File: src/rtl/poly_mul_seq_if.sv
// Command/status and core-control bundle for poly_mul_seq.
// The slave side is the sequencer; the master side is the command source plus the polytop_RE core.
interface poly_mul_seq_if;
   logic       cmd_valid;
   logic       cmd_ready;
   logic [4:0] cmd_mask;
   logic       abort;
   logic       core_rst;
   logic [1:0] core_opcode;
   logic       core_mode;
   logic       core_offset;
   logic       core_start;
   logic       core_finish;
   logic       busy;
   logic       stage_done;
   logic [2:0] stage_id;
   logic       done;
   logic [1:0] err;

   modport master (
      output cmd_valid, cmd_mask, abort, core_finish,
      input  cmd_ready, core_rst, core_opcode, core_mode, core_offset, core_start,
             busy, stage_done, stage_id, done, err
   );

   modport slave (
      input  cmd_valid, cmd_mask, abort, core_finish,
      output cmd_ready, core_rst, core_opcode, core_mode, core_offset, core_start,
             busy, stage_done, stage_id, done, err
   );
endinterface

File: src/rtl/poly_mul_seq.sv
// Five-stage command sequencer for polytop_RE: NTT f, NTT g, PWM0, PWM1, INTT.
// Every output is a register computed from the next state, so nothing here is combinational to the pins.
module poly_mul_seq #(
   parameter int RST_CYC     = 2,
   parameter int GAP_CYC     = 4,
   parameter int TIMEOUT_CYC = 4096,
   parameter int TO_W        = 13
) (
   input  logic          clk,
   input  logic          rst,
   poly_mul_seq_if.slave bus
);

   localparam logic [2:0] S_IDLE  = 3'd0;
   localparam logic [2:0] S_PICK  = 3'd1;
   localparam logic [2:0] S_CRST  = 3'd2;
   localparam logic [2:0] S_START = 3'd3;
   localparam logic [2:0] S_WAIT  = 3'd4;
   localparam logic [2:0] S_GAP   = 3'd5;
   localparam logic [2:0] S_DONE  = 3'd6;

   localparam logic [TO_W-1:0] RST_LAST = TO_W'(RST_CYC - 1);
   localparam logic [TO_W-1:0] GAP_LAST = TO_W'(GAP_CYC - 1);
   localparam logic [TO_W-1:0] TO_LAST  = TO_W'(TIMEOUT_CYC - 1);

   logic [2:0]      state_q, state_d;
   logic [4:0]      mask_q, mask_d;
   logic [2:0]      ptr_q, ptr_d;
   logic [TO_W-1:0] cnt_q, cnt_d;
   logic            cmd_ready_q, cmd_ready_d;
   logic            core_rst_q, core_rst_d;
   logic [1:0]      core_opcode_q, core_opcode_d;
   logic            core_mode_q, core_mode_d;
   logic            core_offset_q, core_offset_d;
   logic            core_start_q, core_start_d;
   logic            busy_q, busy_d;
   logic            stage_done_q, stage_done_d;
   logic [2:0]      stage_id_q, stage_id_d;
   logic            done_q, done_d;
   logic [1:0]      err_q, err_d;

   logic            found;
   logic [2:0]      pick_idx;

   // Stage table packed as {opcode, mode, offset}
   function automatic logic [3:0] stage_cfg(input logic [2:0] id);
      case (id)
         3'd0:    stage_cfg = 4'b00_0_0;
         3'd1:    stage_cfg = 4'b00_1_1;
         3'd2:    stage_cfg = 4'b10_0_0;
         3'd3:    stage_cfg = 4'b11_0_0;
         3'd4:    stage_cfg = 4'b01_0_0;
         default: stage_cfg = 4'b00_0_0;
      endcase
   endfunction

   // Lowest enabled stage at or above the pointer; descending scan so the lowest hit wins
   always_comb begin
      found    = 1'b0;
      pick_idx = 3'd5;
      for (int i = 4; i >= 0; i--) begin
         if (mask_q[i] && (3'(i) >= ptr_q)) begin
            found    = 1'b1;
            pick_idx = 3'(i);
         end
      end
   end

   always_comb begin
      state_d       = state_q;
      mask_d        = mask_q;
      ptr_d         = ptr_q;
      cnt_d         = cnt_q;
      core_opcode_d = core_opcode_q;
      core_mode_d   = core_mode_q;
      core_offset_d = core_offset_q;
      stage_id_d    = stage_id_q;
      err_d         = err_q;
      stage_done_d  = 1'b0;

      case (state_q)
         S_IDLE: begin
            if (bus.cmd_valid && cmd_ready_q) begin
               mask_d  = bus.cmd_mask;
               err_d   = 2'b00;
               ptr_d   = 3'd0;
               state_d = S_PICK;
            end
         end
         S_PICK: begin
            if (!found) begin
               state_d = S_DONE;
            end else begin
               ptr_d = pick_idx;
               {core_opcode_d, core_mode_d, core_offset_d} = stage_cfg(pick_idx);
               cnt_d   = '0;
               state_d = S_CRST;
            end
         end
         S_CRST: begin
            if (cnt_q == RST_LAST) state_d = S_START;
            else                   cnt_d   = cnt_q + 1'b1;
         end
         S_START: begin
            cnt_d   = '0;
            state_d = S_WAIT;
         end
         S_WAIT: begin
            if (bus.core_finish) begin
               stage_done_d = 1'b1;
               stage_id_d   = ptr_q;
               ptr_d        = ptr_q + 3'd1;
               cnt_d        = '0;
               state_d      = (GAP_CYC == 0) ? S_PICK : S_GAP;
            end else if (cnt_q == TO_LAST) begin
               err_d[0] = 1'b1;
               state_d  = S_DONE;
            end else begin
               cnt_d = cnt_q + 1'b1;
            end
         end
         S_GAP: begin
            if (cnt_q == GAP_LAST) state_d = S_PICK;
            else                   cnt_d   = cnt_q + 1'b1;
         end
         S_DONE:  state_d = S_IDLE;
         default: state_d = S_IDLE;
      endcase

      // Abort outranks finish and timeout; the interrupted stage reports nothing
      if (bus.abort && (state_q != S_IDLE) && (state_q != S_DONE)) begin
         state_d      = S_DONE;
         err_d[1]     = 1'b1;
         stage_done_d = 1'b0;
         stage_id_d   = stage_id_q;
      end
   end

   // Registered outputs follow the state being entered
   always_comb begin
      core_start_d = (state_d == S_START);
      done_d       = (state_d == S_DONE);
      busy_d       = (state_d != S_IDLE);
      cmd_ready_d  = (state_d == S_IDLE);
      core_rst_d   = core_rst_q;
      case (state_d)
         S_IDLE, S_CRST, S_DONE: core_rst_d = 1'b1;
         S_START:                core_rst_d = 1'b0;
         default:                core_rst_d = core_rst_q;
      endcase
   end

   always_ff @(posedge clk) begin
      if (!rst) begin
         state_q       <= S_IDLE;
         mask_q        <= '0;
         ptr_q         <= '0;
         cnt_q         <= '0;
         cmd_ready_q   <= 1'b1;
         core_rst_q    <= 1'b1;
         core_opcode_q <= '0;
         core_mode_q   <= 1'b0;
         core_offset_q <= 1'b0;
         core_start_q  <= 1'b0;
         busy_q        <= 1'b0;
         stage_done_q  <= 1'b0;
         stage_id_q    <= '0;
         done_q        <= 1'b0;
         err_q         <= '0;
      end else begin
         state_q       <= state_d;
         mask_q        <= mask_d;
         ptr_q         <= ptr_d;
         cnt_q         <= cnt_d;
         cmd_ready_q   <= cmd_ready_d;
         core_rst_q    <= core_rst_d;
         core_opcode_q <= core_opcode_d;
         core_mode_q   <= core_mode_d;
         core_offset_q <= core_offset_d;
         core_start_q  <= core_start_d;
         busy_q        <= busy_d;
         stage_done_q  <= stage_done_d;
         stage_id_q    <= stage_id_d;
         done_q        <= done_d;
         err_q         <= err_d;
      end
   end

   assign bus.cmd_ready   = cmd_ready_q;
   assign bus.core_rst    = core_rst_q;
   assign bus.core_opcode = core_opcode_q;
   assign bus.core_mode   = core_mode_q;
   assign bus.core_offset = core_offset_q;
   assign bus.core_start  = core_start_q;
   assign bus.busy        = busy_q;
   assign bus.stage_done  = stage_done_q;
   assign bus.stage_id    = stage_id_q;
   assign bus.done        = done_q;
   assign bus.err         = err_q;

endmodule

File: src/flat_wrapper.sv
// flat-port wrapper written by rule: the top's interface ports become plain ports
module poly_mul_seq_flat 
#(
   parameter int RST_CYC     = 2,
   parameter int GAP_CYC     = 4,
   parameter int TIMEOUT_CYC = 4096,
   parameter int TO_W        = 13
)
  (clk, rst, bus_cmd_valid, bus_cmd_mask, bus_abort, bus_core_finish, bus_cmd_ready, bus_core_rst, bus_core_opcode, bus_core_mode, bus_core_offset, bus_core_start, bus_busy, bus_stage_done, bus_stage_id, bus_done, bus_err);
  poly_mul_seq_if bus_i ();
  input  logic clk;
  input  logic rst;
  input wire logic [$bits(bus_i.cmd_valid)-1:0] bus_cmd_valid;
  input wire logic [$bits(bus_i.cmd_mask)-1:0] bus_cmd_mask;
  input wire logic [$bits(bus_i.abort)-1:0] bus_abort;
  input wire logic [$bits(bus_i.core_finish)-1:0] bus_core_finish;
  output wire logic [$bits(bus_i.cmd_ready)-1:0] bus_cmd_ready;
  output wire logic [$bits(bus_i.core_rst)-1:0] bus_core_rst;
  output wire logic [$bits(bus_i.core_opcode)-1:0] bus_core_opcode;
  output wire logic [$bits(bus_i.core_mode)-1:0] bus_core_mode;
  output wire logic [$bits(bus_i.core_offset)-1:0] bus_core_offset;
  output wire logic [$bits(bus_i.core_start)-1:0] bus_core_start;
  output wire logic [$bits(bus_i.busy)-1:0] bus_busy;
  output wire logic [$bits(bus_i.stage_done)-1:0] bus_stage_done;
  output wire logic [$bits(bus_i.stage_id)-1:0] bus_stage_id;
  output wire logic [$bits(bus_i.done)-1:0] bus_done;
  output wire logic [$bits(bus_i.err)-1:0] bus_err;
  assign bus_i.cmd_valid = bus_cmd_valid;
  assign bus_i.cmd_mask = bus_cmd_mask;
  assign bus_i.abort = bus_abort;
  assign bus_i.core_finish = bus_core_finish;
  assign bus_cmd_ready = bus_i.cmd_ready;
  assign bus_core_rst = bus_i.core_rst;
  assign bus_core_opcode = bus_i.core_opcode;
  assign bus_core_mode = bus_i.core_mode;
  assign bus_core_offset = bus_i.core_offset;
  assign bus_core_start = bus_i.core_start;
  assign bus_busy = bus_i.busy;
  assign bus_stage_done = bus_i.stage_done;
  assign bus_stage_id = bus_i.stage_id;
  assign bus_done = bus_i.done;
  assign bus_err = bus_i.err;
  poly_mul_seq #(.RST_CYC(RST_CYC), .GAP_CYC(GAP_CYC), .TIMEOUT_CYC(TIMEOUT_CYC), .TO_W(TO_W)) u_core (.clk(clk), .rst(rst), .bus(bus_i));
endmodule
File: config.mk
export PLATFORM = sky130hd
export DESIGN_NAME = poly_mul_seq_flat
export DESIGN_NICKNAME = d
export VERILOG_FILES = /design/src/rtl/poly_mul_seq_if.sv /design/src/rtl/poly_mul_seq.sv /design/src/flat_wrapper.sv
export SDC_FILE = /design/constraint.sdc
export NUM_CORES = 1
export LEC_CHECK = 0
export ABC_AREA = 1
export CORE_ASPECT_RATIO = 0.7
export CORE_MARGIN = 1
export CORE_UTILIZATION = 40
export DETAILED_ROUTE_END_ITERATION = 6
export HOLD_SLACK_MARGIN = 0.05
export PLACE_DENSITY_LB_ADDON = 0.15
export SLEW_MARGIN = 20
export SYNTH_ARGS = -nofsm -noshare
export SYNTH_HDL_FRONTEND = slang
export SYNTH_SLANG_ARGS = --single-unit
File: constraint.sdc
create_clock -name clk -period 2.4 [get_ports clk]
set_clock_uncertainty 0.2 [all_clocks]
set_input_delay 0.72 -clock clk [delete_from_list [all_inputs] [get_ports clk]]
set_output_delay 0.72 -clock clk [all_outputs]
set_load 0.02 [all_outputs]
==> results.yml, run 1 <==
run_status:
  status: "finished, final reports clean"
drt:
  dr.pass1.iters: 4
  ant_nets: 0
  drt_iter0_markers: 153
  vias_per_cell: 4.945
  post_drt_wl_per_cell_um: 12.29
  dr_total_vias: 2240
  drc: 0
  wl_mm: 5.568
floorplanning:
  die_x_um: 90.94
  rows: 22
  die_area_mm2: 0.005843
  fp.dieH_um: 64.26
  ioPinCount: 25
  core_mm2: 0.005285
  start_util_pct: 41.90
worst_setup_path:
  path_delay_family: "buffers and inverters"
  worst_setup_path_end_kind: "primary output"
  path_cells: "clkdlybuf4s50_1"
  regToRegStartpoint: "u_core.ptr_q[1]"
  crit_required_ns: 1.48
  startpoint: "u_core.bus.cmd_ready"
  cp.buffers_inverters: 1
  r2r_slack_ns: 0.30
  r2r-end: "u_core.cnt_q[1]"
  path_depth: 1
  crit_end: "bus_cmd_ready"
  r2r_cells: 11
  startpoint_type: "flip-flop"
  crit_slowest_cell: "clkdlybuf4s50_1"
  crit_fanout: 3
  worstSetupPathType: "flip-flop to primary output"
  cpPeakStageDelay_ns: 0.61
  cp_data_arrival_time_ns: 1.28
power:
  p_per_area_mw_per_mm2: 1069
  power_mw: 2.935
  vdd_ir_drop_max_v: 0.0005317
  p_leak_nw: 1.142
grt:
  grt_pass1_wl_mm: 9.432
  grt_pass1_vias: 1995
  grtUsageTotal_pct: 20.61
  grt-ovfl-total: 0
  antenna_found_initial: 0
  grt_max_degree: 13
timing:
  rsz0062_at_grt: "false"
  fin_ws_ns: 0.2041
  hold_viol: 0
  whs_ns: 0.2535
  finalMaxSlewViolations: 0
  tns_ns: 0
  tightest_slew_ns: 0.4311
  timing.fmax_mhz: 455.4
  report.final.setup_viol: 0
  post-route-period-util_pct: 91.49
  timing.slew.headroom_pct: 71.15
  min_period_ns: 2.196
cells_and_area:
  multiInputGateArea_mm2: 0.001284
  register_area_um2: 760.7
  nets: 395
  insertedDiodeCount: 0
  final_util_pct: 51.96
  stdcell_count: 453
  fill_cells: 563
  fin_area_mm2: 0.002746
  drive_gt1_share_pct: 12.34
  syn2layout_area_growth_pct: 24.01
clock_network:
  insertion_delay_ns: 0.30
  cts_root_buffer: "clkbuf_8"
  cts_hold_buf: 0
  cts_tree: "built"
  cts_setup_buffers: 0
  cts_buffer_depth: 2
  numCtsBuffers: 5
  cts_resized: 0
  cts-htree-levels: 2
  cts_num_sinks: 38
  cts.clk_slew.worst_paths_ns: 0.08
place:
  dp_slack_ns: 0.05626
  hpwl_mm: 4.370
  gp_congestion: 0.8764
  place_inst: 445
  placed_area_mm2: 0.002604
  placement.io_buffers: 24
yosys:
  ys_seq_area_share_pct: 34.35
  synth_flop_cell: "dfxtp_1"
  synth_nets: 357
  syn_inst: 342
  ys_seq_elements: 38
  synth_common_cells: "nand2_1 (99), nor2_1 (48), dfxtp_1 (38), inv_1 (29)"
  synth.avg_cell_area_um2: 6.476
  synth_cell_type_count: 30
  synth-edff-count: 0
  async_reset_ff_share_pct: 0
  synth_top_area_share_pct: 34.35
  ys_top_cells_by_area: "dfxtp_1 (34%), nand2_1 (17%), nor2_1 (8.1%), a21oi_1 (5.9%), nand3_1 (5.9%)"
  yosysMostFrequentCell: "nand2_1"
  yosys.area.top_type: "dfxtp_1"
  synth_area_mm2: 0.002215
  yosys_warnings: 0
worst_hold_path:
  hold_class: "flip-flop to flip-flop"
job:
  maxCapViolCount: 0
-- routing by layer --
layer / global-route usage [%] / up-vias / part of all wire, %
met3: 4.286 / 8 / 3.4
met5: 0 / - / 0
met4: 7.143 / 0 / 1.3
met1: 30.96 / 1023 / 57
li1: - / 1181 / -
met2: 28.50 / 28 / 38
-- power by group --
group / leakage [nW] / internal, mW / switching (mW)
combinational: 0.761 / 0.492 / 0.886
sequential: 0.309 / 0.763 / 0.105
clock: 0.0714 / 0.444 / 0.246
total: 1.14 / 1.70 / 1.24
-- registers in the layout (all words and copies together), names as in the netlist --
signal	flops
u_core.cnt_q	13
u_core.bus.err	2
u_core.mask_q	5
u_core.bus.busy	1
u_core.bus.core_rst	1
u_core.ptr_q	3
u_core.bus.stage_id	3
u_core.state_q	3
u_core.bus.core_offset	1
u_core.bus.core_start	1
u_core.bus.cmd_ready	1
u_core.bus.stage_done	1
u_core.bus.core_opcode	2
u_core.bus.done	1
-- cell usage in the layout (no fill, tap or decap), drive strengths merged --
cell type / instances
a21boi: 1
a21o: 2
a21oi: 33
a311oi: 1
buf: 13
bufinv: 2
clkbuf: 6
clkdlybuf4s50: 24
dfxtp: 38
ha: 5
inv: 35
nand2: 102
nand3: 29
nand3b: 2
nand4: 6
nor2: 54
nor4: 1
o21ai: 20
o22ai: 1
o31ai: 1
xnor2: 2
xor2: 3
-- final cells by class --
class	instances	area share [%]
tap	72	3.280
clock inverter	2	2.187
inverter	35	4.784
multi-input combinational	263	46.74
clock buffer	6	3.007
sequential	38	27.70
timing repair buffer	37	12.30
-- worst min path at each step --
stage                            from                 to  cells after the start
CTS                 u_core.bus.err[0]  u_core.bus.err[0]                      2
global route        u_core.bus.err[1]  u_core.bus.err[1]                      2
global placement    u_core.bus.err[0]  u_core.bus.err[0]                      2
detailed placement  u_core.bus.err[0]  u_core.bus.err[0]                      2
finish              u_core.bus.err[0]  u_core.bus.err[0]                      2
floorplan            u_core.mask_q[2]   u_core.mask_q[2]                      2
-- logic make-up (layout without fill, tap and decap cells) --
family	after synthesis	after routing	share of synthesized area, %
and+or+nand+nor	194	194	37.97
AOI/OAI and AO/OA	59	59	15.20
buffers and inverters	41	80	7.683
DFF	38	38	34.35
adders and majority gates	5	5	2.825
xor gates and xnor gates	5	5	1.978
-- worst min-delay path, stage by stage, from the launching register on --
cell and delay [ns]:
dfxtp_1 0.32, inv_1 0.05, a21oi_1 0.05
Note: power is estimated with default switching activity, not from simulation.
==> run 2: changes to the inputs <==
CELL_PAD_IN_SITES_DETAIL_PLACEMENT = 0   (was unset)
CELL_PAD_IN_SITES_GLOBAL_PLACEMENT = 1   (was unset)
clock period = 2.6 ns   (was 2.4 ns; I/O delays follow)
==> run 2 against run 1 <==
Count of clock-buffer cells in the layout up 1. Power decreased by 15%. Sequential power fell by 7.8%. Sequential share of layout area rose by 0.77 points. Critical path depth unchanged. Setup slack improved by 0.13 ns. Final cell count shrank 0.66%. Global-route usage increased by 0.77 points. Hold slack better by 0.00066 ns. Routed wire length grew 4.5%. Largest cell class unchanged.
==> results.yml, run 2 (synthesis gave the netlist of run 1 again) <==
clock_network:
  cts_buffer_depth: 2
  cts_num_sinks: 38
  cts_setup_buffers: 0
  cts-htree-levels: 2
  cts_resized: 0
  cts_root_buffer: "clkbuf_8"
  insertion_delay_ns: 0.30
  cts.clk_slew.worst_paths_ns: 0.07
  numCtsBuffers: 5
  cts_hold_buf: 0
  cts_tree: "built"
worst_setup_path:
  crit_end: "bus_cmd_ready"
  crit_slowest_cell: "clkdlybuf4s50_1"
  r2r_cells: 13
  path_depth: 1
  worst_setup_path_end_kind: "primary output"
  worstSetupPathType: "flip-flop to primary output"
  path_delay_family: "buffers and inverters"
  startpoint_type: "flip-flop"
  r2r-end: "u_core.cnt_q[1]"
  startpoint: "u_core.bus.cmd_ready"
  cpPeakStageDelay_ns: 0.62
  cp.buffers_inverters: 1
  cp_data_arrival_time_ns: 1.29
  path_cells: "clkdlybuf4s50_1"
  crit_required_ns: 1.62
  r2r_slack_ns: 0.43
  crit_fanout: 3
  regToRegStartpoint: "u_core.ptr_q[0]"
cells_and_area:
  insertedDiodeCount: 0
  largest_register_ffs: 13
  drive_gt1_share_pct: 11.38
  reg_top3: "u_core.cnt_q (13), u_core.mask_q (5)"
  nets: 392
  layout_common_cells: "nand2_1 (99), nor2_1 (48), dfxtp_1 (38)"
  syn2layout_area_growth_pct: 20.68
  mostFrequentLayoutCell: "nand2_1"
  final_util_pct: 50.57
  top_register: "u_core.cnt_q"
timing:
  timing.fmax_mhz: 440.8
  post-route-period-util_pct: 87.25
  min_period_ns: 2.268
  hold_viol: 0
  timing.slew.headroom_pct: 69.54
  tightest_slew_ns: 0.4553
  rsz0062_at_grt: "false"
  whs_ns: 0.2541
  report.final.setup_viol: 0
  tns_ns: 0
  finalMaxSlewViolations: 0
  fin_ws_ns: 0.3316
floorplanning:
  die_area_mm2: 0.005843
  die_x_um: 90.94
  start_util_pct: 41.90
  fp.dieH_um: 64.26
  rows: 22
  core_mm2: 0.005285
  ioPinCount: 25
drt:
  drc: 0
  dr.pass1.iters: 4
  wl_mm: 5.816
  post_drt_wl_per_cell_um: 12.92
  vias_per_cell: 5.033
  dr_total_vias: 2265
  ant_nets: 0
  drt_iter0_markers: 141
place:
  placement.io_buffers: 24
  gp_congestion: 0.8382
  dp_slack_ns: 0.1227
  hpwl_mm: 4.505
power:
  p_clk_share_pct: 17.2
  pwr-share-comb_pct: 50.8
  p_leak_nw: 1.104
  p_per_area_mw_per_mm2: 933.7
  p_switching_mw: 1.147
  internal-power_mw: 1.348
  sw_frac_of_total_pct: 45.97
  p_seq_share_pct: 32.1
  power_mw: 2.495
  vdd_ir_drop_max_v: 0.0004520
job:
  maxCapViolCount: 0
grt:
  grt_pass1_vias: 2057
  grt-ovfl-total: 0
  grt_pass1_wl_mm: 9.742
  antenna_found_initial: 0
  grtUsageTotal_pct: 21.38
  grt_max_degree: 13
run_status:
  status: "finished, final reports clean"
worst_hold_path:
  hold_class: "flip-flop to flip-flop"
-- run 2: changes by cell type in the layout (fill, tap and decap cells not counted) --
cell / before / now
buf_4: 13 / 10
bufinv_16: 2 / 0
clkbuf_1: 0 / 1
clkinv_2: 0 / 1
-- run 2: worst min-delay path by stage --
stage                       from  cells after the start           endpoint  slack, ns
4_1_cts        u_core.bus.err[1]                      2  u_core.bus.err[1]       0.26
5_1_grt         u_core.mask_q[2]                      2   u_core.mask_q[2]       0.28
3_3_place_gp   u_core.bus.err[1]                      2  u_core.bus.err[1]       0.24
6_report       u_core.bus.err[1]                      2  u_core.bus.err[1]       0.25
3_5_place_dp   u_core.bus.err[1]                      2  u_core.bus.err[1]       0.25
2_1_floorplan   u_core.mask_q[2]                      2   u_core.mask_q[2]       0.23
-- run 2: per-layer routing --
metal	vias to the layer above	share of wire [%]	global-route usage (%)	wire (um)
met4	0	1.6	7.738	93
met3	9	4.2	4.524	243
met5	-	0	0	0
met2	42	39	29.73	2272
met1	1039	55	31.86	3207
li1	1175	-	-	-
-- run 2: layout make-up --
class / count / area [um2]
multi-input cells: 263 / 1284
repair buffers: 34 / 315.3
fillers: 561 / 2613
clock buffers: 7 / 86.33
clock inverters: 1 / 5.005
flip-flops and latches: 38 / 760.7
inverters: 35 / 131.4
well taps: 72 / 90.09
-- run 2: per-stage QoR --
step | cell area (um2) | instances
after global routing | 2673 | 450
after CTS | 2673 | 450
after floorplan | 2215 | 342
after global placement | 2581 | 442
final | 2673 | 450
after detailed placement | 2581 | 442
-- run 2: power by group through the flow --
stage	sequential [mW]	clock, mW	combinational [mW]
2_1_floorplan	0.864	0	0.829
3_3_place_gp	0.812	0	1.25
3_5_place_dp	0.813	0	1.26
4_1_cts	0.800	0.441	1.26
5_1_grt	0.820	0.462	1.43
6_report	0.800	0.429	1.27
==> run 3: changes to the inputs <==
--- a/config.mk
+++ b/config.mk
@@ -11,7 +11,6 @@
 export CORE_ASPECT_RATIO = 0.7
 export CORE_MARGIN = 1
-export CORE_UTILIZATION = 40
+export CORE_UTILIZATION = 42
 export DETAILED_ROUTE_END_ITERATION = 6
-export HOLD_SLACK_MARGIN = 0.05
 export PLACE_DENSITY_LB_ADDON = 0.15
 export SLEW_MARGIN = 20
==> constraint.sdc (replaced) <==
create_clock -name clk -period 2.6 [get_ports clk]
set_clock_uncertainty 0.2 [all_clocks]
set_input_delay 0.26 -clock clk [delete_from_list [all_inputs] [get_ports clk]]
set_output_delay 0.26 -clock clk [all_outputs]
set_load 0.02 [all_outputs]
==> run 3 against run 2 <==
Clock power about the same. Sequential cell count unchanged. Fmax up 5.3%. Power down 2.0%. Setup slack better by 0.11 ns. Critical path type is now flip-flop to flip-flop. Critical endpoint is now u_core.cnt_q[12].
==> results.yml, run 3 (synthesis gave the netlist of run 1 again) <==
run_status:
  status: "finished, final reports clean"
place:
  place_inst: 434
  gp_congestion: 0.8806
  placed_area_mm2: 0.002540
  hpwl_mm: 4.312
  placement.io_buffers: 24
timing:
  min_period_ns: 2.155
  report.final.setup_viol: 0
  hold_viol: 0
  rsz0062_at_grt: "false"
  post-route-period-util_pct: 82.88
  tightest_slew_ns: 0.5674
  timing.fmax_mhz: 464.1
  finalMaxSlewViolations: 0
  tns_ns: 0
  timing.slew.headroom_pct: 62.13
grt:
  grt_max_degree: 16
  grtUsageTotal_pct: 21.93
  grt-ovfl-total: 0
  grt_pass1_wl_mm: 9.328
  antenna_found_initial: 0
  grt_pass1_vias: 1960
worst_hold_path:
  whs_endpoint: "u_core.bus.err[1]"
  hp-start: "u_core.bus.err[1]"
  hold_class: "flip-flop to flip-flop"
  hold_depth: 2
clock_network:
  cts-htree-levels: 2
  cts_resized: 0
  cts_tree: "built"
  cts.clk_slew.worst_paths_ns: 0.08
  cts_num_sinks: 38
  insertion_delay_ns: 0.29
  cts_setup_buffers: 0
  cts_hold_buf: 0
  numCtsBuffers: 5
  cts_buffer_depth: 2
  cts_root_buffer: "clkbuf_8"
worst_setup_path:
  startpoint_type: "flip-flop"
  r2r-end: "u_core.cnt_q[12]"
  cp_data_arrival_time_ns: 2.13
  worstSetupPathType: "flip-flop to flip-flop"
  crit_required_ns: 2.58
  r2r_cells: 12
  worst_setup_path_end_kind: "flip-flop"
  r2r_slack_ns: 0.45
  crit_fanout: 15
  regToRegStartpoint: "u_core.ptr_q[0]"
drt:
  vias_per_cell: 5.068
  ant_nets: 0
  drt_iter0_markers: 152
  drc: 0
  dr_total_vias: 2240
  dr.pass1.iters: 4
  post_drt_wl_per_cell_um: 12.76
  wl_mm: 5.639
cells_and_area:
  stdcell_count: 442
  mostFrequentLayoutCell: "nand2_1"
  nets: 387
  layout_common_cells: "nand2_1 (99), nor2_1 (48), dfxtp_1 (38)"
  largest_register_ffs: 13
  fin_area_mm2: 0.002635
  syn2layout_area_growth_pct: 18.98
  drive_gt1_share_pct: 10.46
  insertedDiodeCount: 0
  fill_cells: 498
  reg_top3: "u_core.cnt_q (13), u_core.mask_q (5)"
  top_register: "u_core.cnt_q"
floorplanning:
  die_x_um: 88.79
  fp.dieH_um: 62.76
  rows: 21
  ioPinCount: 25
  core_mm2: 0.004913
  die_area_mm2: 0.005572
  start_util_pct: 45.07
job:
  maxCapViolCount: 0
power:
  p_leak_nw: 1.078
  vdd_ir_drop_max_v: 0.0006048
  p_per_area_mw_per_mm2: 928.1
-- run 3: cell count changes in the layout (fill, tap and decap cells not counted), sizes merged --
cell      previous run  this run
buf                 10         5
clkbuf               7         6
clkinvlp             0         1
-- run 3: layout make-up --
type,count,area [um2],share of cell area [%]
Clock inverter,2,12.51,0.4748
Timing Repair Buffer,29,277.8,10.54
Clock buffer,6,82.58,3.134
Multi-Input combinational cell,263,1284,48.72
Tap cell,69,86.33,3.276
Sequential cell,38,760.7,28.87
Inverter,35,131.4,4.986
-- run 3: per-layer routing --
metal / vias up / part of all wire (%) / GRT usage (%)
met5: - / 0 / 0
met4: 0 / 0.25 / 4.234
met3: 2 / 6.7 / 4.888
met2: 55 / 38 / 28.85
met1: 1019 / 55 / 35.50
li1: 1164 / - / -
-- run 3: worst max-delay path, stage by stage, from the launching register on --
cell and delay, ns:
dfxtp_1 0.41, inv_1 0.11, ha_1 0.20, inv_1 0.05
nand2_1 0.06, nand2_1 0.10, nand3_1 0.09, nor2_2 0.15
nand3_2 0.18, nand3_4 0.24, inv_2 0.11, nand2_1 0.10
a21oi_2 0.05
-- run 3: how the worst max path moves through the flow --
stage | slack, ns | start | endpoint
floorplan | 0.71 | u_core.cnt_q[0] | u_core.cnt_q[5]
global placement | 0.35 | bus_core_finish | u_core.bus.core_start
detailed placement | 0.41 | bus_core_finish | u_core.bus.core_rst
CTS | 0.45 | u_core.ptr_q[0] | u_core.cnt_q[12]
global route | 0.23 | u_core.ptr_q[0] | u_core.ptr_q[0]
finish | 0.45 | u_core.ptr_q[0] | u_core.cnt_q[12]
-- run 3: where the power goes --
part	leakage [nW]	internal, mW	switching, mW
Clock	0.0472	0.213	0.213
Sequential	0.309	0.704	0.0969
Combinational	0.722	0.405	0.813
-- run 3: per-stage QoR --
step                hold slack [ns]  utilization (%)  setup slack (ns)  total power, mW
floorplan                    0.1984                -            0.7063            1.692
global placement             0.2408            51.69            0.3522            2.023
detailed placement           0.2458            51.69            0.4145            2.023
CTS                          0.2571            53.63            0.4517            2.455
global route                 0.2751            53.63            0.2261            2.656
finish                       0.2561            53.63            0.4451            2.445
